$ cat src/rtl/regfile_sb.sv
// Register file with per-register scoreboard (busy + producer tag) and NRD combinational read ports.
// Optional same-cycle writeback-to-read bypass is enabled by defining REGFILE_BYPASS_EN.
module regfile_sb #(
  parameter int DATA_W = 32,
  parameter int ADDR_W = 5,
  parameter int NRD    = 2,
  parameter int TAG_W  = 3
) (
  input  logic                   clk,
  input  logic                   rst,
  input  logic                   we,
  input  logic [ADDR_W-1:0]      waddr,
  input  logic [DATA_W-1:0]      wdata,
  input  logic [TAG_W-1:0]       wtag,
  input  logic                   rsv_en,
  input  logic [ADDR_W-1:0]      rsv_addr,
  input  logic [TAG_W-1:0]       rsv_tag,
  input  logic                   flush,
  input  logic [NRD-1:0]         re,
  input  logic [NRD*ADDR_W-1:0]  raddr,
  output logic [NRD*DATA_W-1:0]  rdata,
  output logic [NRD-1:0]         rbusy,
  output logic [NRD*TAG_W-1:0]   rtag
);

  localparam int DEPTH = 2 ** ADDR_W;

  logic [DATA_W-1:0] data_q [DEPTH];
  logic [DATA_W-1:0] data_d [DEPTH];
  logic              busy_q [DEPTH];
  logic              busy_d [DEPTH];
  logic [TAG_W-1:0]  tag_q  [DEPTH];
  logic [TAG_W-1:0]  tag_d  [DEPTH];

  // Priority, lowest to highest: matching writeback clears busy, reservation sets it, flush clears all.
  always_comb begin
    data_d = data_q;
    busy_d = busy_q;
    tag_d  = tag_q;
    if (we && (waddr != '0)) begin
      data_d[waddr] = wdata;
      if (busy_q[waddr] && (tag_q[waddr] == wtag)) begin
        busy_d[waddr] = 1'b0;
      end
    end
    if (rsv_en && !flush && (rsv_addr != '0)) begin
      busy_d[rsv_addr] = 1'b1;
      tag_d[rsv_addr]  = rsv_tag;
    end
    if (flush) begin
      for (int i = 0; i < DEPTH; i++) begin
        busy_d[i] = 1'b0;
      end
    end
  end

  always_ff @(posedge clk or negedge rst) begin
    if (!rst) begin
      for (int i = 0; i < DEPTH; i++) begin
        data_q[i] <= '0;
        busy_q[i] <= 1'b0;
        tag_q[i]  <= '0;
      end
    end else begin
      data_q <= data_d;
      busy_q <= busy_d;
      tag_q  <= tag_d;
    end
  end

  // Register 0 and disabled ports read as all-zero; everything reads zero while reset is held.
  always_comb begin
    rdata = '0;
    rbusy = '0;
    rtag  = '0;
    for (int k = 0; k < NRD; k++) begin
      if (rst && re[k] && (raddr[k*ADDR_W +: ADDR_W] != '0)) begin
`ifdef REGFILE_BYPASS_EN
        if (we && (raddr[k*ADDR_W +: ADDR_W] == waddr)) begin
          rdata[k*DATA_W +: DATA_W] = wdata;
          rbusy[k]                  = busy_d[raddr[k*ADDR_W +: ADDR_W]];
          rtag[k*TAG_W +: TAG_W]    = tag_d[raddr[k*ADDR_W +: ADDR_W]];
        end else begin
          rdata[k*DATA_W +: DATA_W] = data_q[raddr[k*ADDR_W +: ADDR_W]];
          rbusy[k]                  = busy_q[raddr[k*ADDR_W +: ADDR_W]];
          rtag[k*TAG_W +: TAG_W]    = tag_q[raddr[k*ADDR_W +: ADDR_W]];
        end
`else
        rdata[k*DATA_W +: DATA_W] = data_q[raddr[k*ADDR_W +: ADDR_W]];
        rbusy[k]                  = busy_q[raddr[k*ADDR_W +: ADDR_W]];
        rtag[k*TAG_W +: TAG_W]    = tag_q[raddr[k*ADDR_W +: ADDR_W]];
`endif
      end
    end
  end

endmodule

$ cat config.mk
export PLATFORM = sky130hd
export DESIGN_NAME = regfile_sb
export DESIGN_NICKNAME = d
export VERILOG_FILES = /design/src/rtl/regfile_sb.sv
export SDC_FILE = /design/constraint.sdc
export NUM_CORES = 2
export LEC_CHECK = 0
export BUFFER_PORTS_ARGS = -buffer_cell sky130_fd_sc_hd__buf_2
export CAP_MARGIN = 30
export CORE_MARGIN = 10
export CORE_UTILIZATION = 65
export DETAILED_ROUTE_END_ITERATION = 16
export PLACE_DENSITY = 0.82
export SKIP_CTS_REPAIR_TIMING = 1
export SLEW_MARGIN = 20
export SYNTH_ARGS = -nofsm -noshare
export SYNTH_HDL_FRONTEND = slang
export SYNTH_SLANG_ARGS = --single-unit
$ cat constraint.sdc
create_clock -name clk -period 3.7 [get_ports clk]
set_clock_uncertainty 0.15 [all_clocks]
set_input_delay 0.37 -clock clk [delete_from_list [all_inputs] [get_ports clk]]
set_output_delay 0.37 -clock clk [all_outputs]
set_load 0.005 [all_outputs]
==> impl_metrics.json <==
{
  "outcome": "complete, no violations",
  "fp.coreArea_um2": 98130,
  "grt_max_degree": 173,
  "io_buffers": 136,
  "die_area_um2": 111500,
  "drc_errors": 0,
  "cts.sink_count": 1152,
  "fin_crit_ns": 3.319,
  "row_count": 115,
  "numCtsBuffers": 118,
  "die-height_um": 333.9,
  "vias": 46700,
  "power_density_nw_per_um2": 520.8,
  "start_util_pct": 65.26,
  "root_buffer": "clkbuf_16",
  "rsz0062_at_grt": "false",
  "syn2layout_area_growth_pct": 11.01,
  "hold_slack_ns": 0.03842,
  "setup_slack_ns": 0.3813,
  "yosysSeqAreaShare_pct": 45.01,
  "ys.flop_type": "dfrtp_1",
  "combPwrFrac_pct": 19.9,
  "syn_avg_cell_area_um2": 13.07,
  "maxCapViolCount": 0,
  "hold_viol_final": 0,
  "internal_power_uw": 26760,
  "p_clk_share_pct": 35.1,
  "synth_edf_count": 0,
  "synth_nets": 4966,
  "grt_pass1_vias": 48210,
  "cp-end-kind": "output port",
  "overflow": 0,
  "ios": 137,
  "vdd_ir_drop_max_mv": 0.4412,
  "hold_path_depth": 3,
  "htree_levels": 3,
  "required_ns": 3.18,
  "path_max_fanout": 21,
  "p_switching_uw": 10270,
  "cts.path.max_buffers": 3,
  "drtIter0Drc": 5966,
  "grt_use_total_pct": 35.33,
  "syn_inst": 4901,
  "synth.distinct_cells": 59,
  "wl_per_cell_um": 32.25,
  "worst-endpoint-arrival_ns": 2.80,
  "ys_ff_latch": 1152,
  "final_antenna_net_count": 0,
  "hold_path_class": "primary input to flop",
  "final_layout_size_suffix_gt1_share_pct": 42.91,
  "async_reset_ff_share_pct": 100.0,
  "worst_pin_slew_ns": 0.9763,
  "die_w_um": 333.9,
  "grt_pass1_wl_um": 302300,
  "crit_path_start_kind": "primary input",
  "post-place-ws_ns": 0.2468,
  "dp.cells": 5985,
  "rr_worst_depth": 6,
  "nNetsFinal": 4887,
  "crit_type": "primary input to output port",
  "fin_crit_sh_pct": 89.70,
  "slew_headroom_pct": 34.77,
  "wirelength_um": 200500,
  "seqPwrFrac_pct": 45.0,
  "dpl.hpwl_um": 116500,
  "clkLatencyLatePin_ns": 0.72,
  "swShare_pct": 27.74,
  "antenna_found_initial": 9,
  "fin_setup_tns_ns": 0,
  "setup_viol": 0,
  "clk_pin_slew_ns": 0.06,
  "gp_congestion": 0.9596,
  "routed_via_density": 7.512,
  "synth_area_um2": 64050,
  "fin_cells": 6217,
  "tritoncts": "built",
  "drt_pass1_iterations": 8,
  "slew_viol_final": 0,
  "leakagePower_uw": 0.03207,
  "yosys_warnings": 0,
  "max_freq_ghz": 0.3013
}
state kept, by name (all words and copies together), names as in the netlist:
name	flops
data_q	1024
busy_q	32
tag_q	96
cell families (layout without fill, tap and decap cells):
group           after synthesis  count (layout)  share of synthesized area (%)
compound gates              871             871                          9.321
buf+inv                     536             557                          3.524
flops                      1152            1152                          45.01
mux                        2001            2001                          39.61
other cells                   0               8                              0
simple gates                341             341                          2.534
area by class of cell:
class	count	area [µm²]
Multi-Input combinational cell	3213	33240
Sequential cell	1152	28830
Fill cell	6276	27030
Clock buffer	169	3458
Timing Repair Buffer	328	3132
Tap cell	1287	1610
Clock inverter	51	774.5
Inverter	9	33.78
Antenna cell	8	20.02
cell usage in the layout (no fill, tap or decap), drive strengths merged, types with 11 or more instances in the layout:
master	synthesis	layout
o21ai	219	219
a221oi	142	142
a211oi	23	23
nor3	12	12
dfrtp	1152	1152
clkinv	0	22
o211ai	71	71
mux2	1227	1227
mux4	304	304
nor4	11	11
nor2	212	212
a22oi	140	140
buf	214	324
bufinv	0	19
clkbuf	313	172
a21oi	149	149
o211a	70	70
inv	9	12
nand2	44	44
mux2i	470	470
o22ai	28	28
per-stage QoR:
stage | util (%) | total power [µW] | instance area [µm²]
2_1_floorplan | - | 21660 | 64050
3_3_place_gp | 68.06 | 23430 | 66790
3_5_place_dp | 68.06 | 23940 | 66790
4_1_cts | 72.38 | 36880 | 71030
5_1_grt | 72.44 | 38330 | 71090
6_report | 72.45 | 37030 | 71100
Yosys cell counts, drive strengths merged (71+ instances only):
cell type / number / share of area, %
a22oi: 140 / 1.6
buf: 214 / 1.6
o21ai: 219 / 1.7
o211ai: 71 / 0.84
a221oi: 142 / 2.0
mux2: 1227 / 22
nor2: 212 / 1.2
a21oi: 149 / 1.2
dfrtp: 1152 / 45
mux4: 304 / 11
mux2i: 470 / 7.3
clkbuf: 313 / 1.8
critical path, cell delays in order:
cell,delay [ns]
buf_4,0.38
or2_2,0.48
buf_4,0.35
o21ai_0,0.14
a21oi_1,0.20
nor2_1,0.05
o21ai_0,0.35
o211a_1,0.30
buf_2,0.15
power by group through the flow:
stage | Combinational (µW) | Sequential (µW) | Clock, µW
after global placement | 6910 | 16500 | 0
after CTS | 7260 | 16600 | 13000
after global routing | 7850 | 16900 | 13600
after detailed placement | 7170 | 16800 | 0
final | 7360 | 16700 | 13000
after floorplan | 5490 | 16200 | 0
metal layers:
metal / share of wire [%] / global-route usage, % / up-vias
met2: 45 / 53.34 / 3206
met3: 11 / 8.420 / 871
li1: - / - / 18660
met4: 6.5 / 21.21 / 2
met5: 0.0065 / 0 / -
met1: 37 / 46.33 / 23960
path summary, 6_finish.rpt:
kind	from	endpoint	slack (ns)
worst max-delay path	raddr[7]	rdata[33]	0.38
worst min-delay path	rsv_tag[1]	tag_q[76]	0.04
worst max register to register	tag_q[87]	busy_q[28]	0.76
worst min register to register	data_q[1021]	data_q[1021]	0.25
max in group asynchronous	rst	data_q[714]	1.13
min in group asynchronous	rst	tag_q[5]	0.19
(Power assumes the default switching activity.)
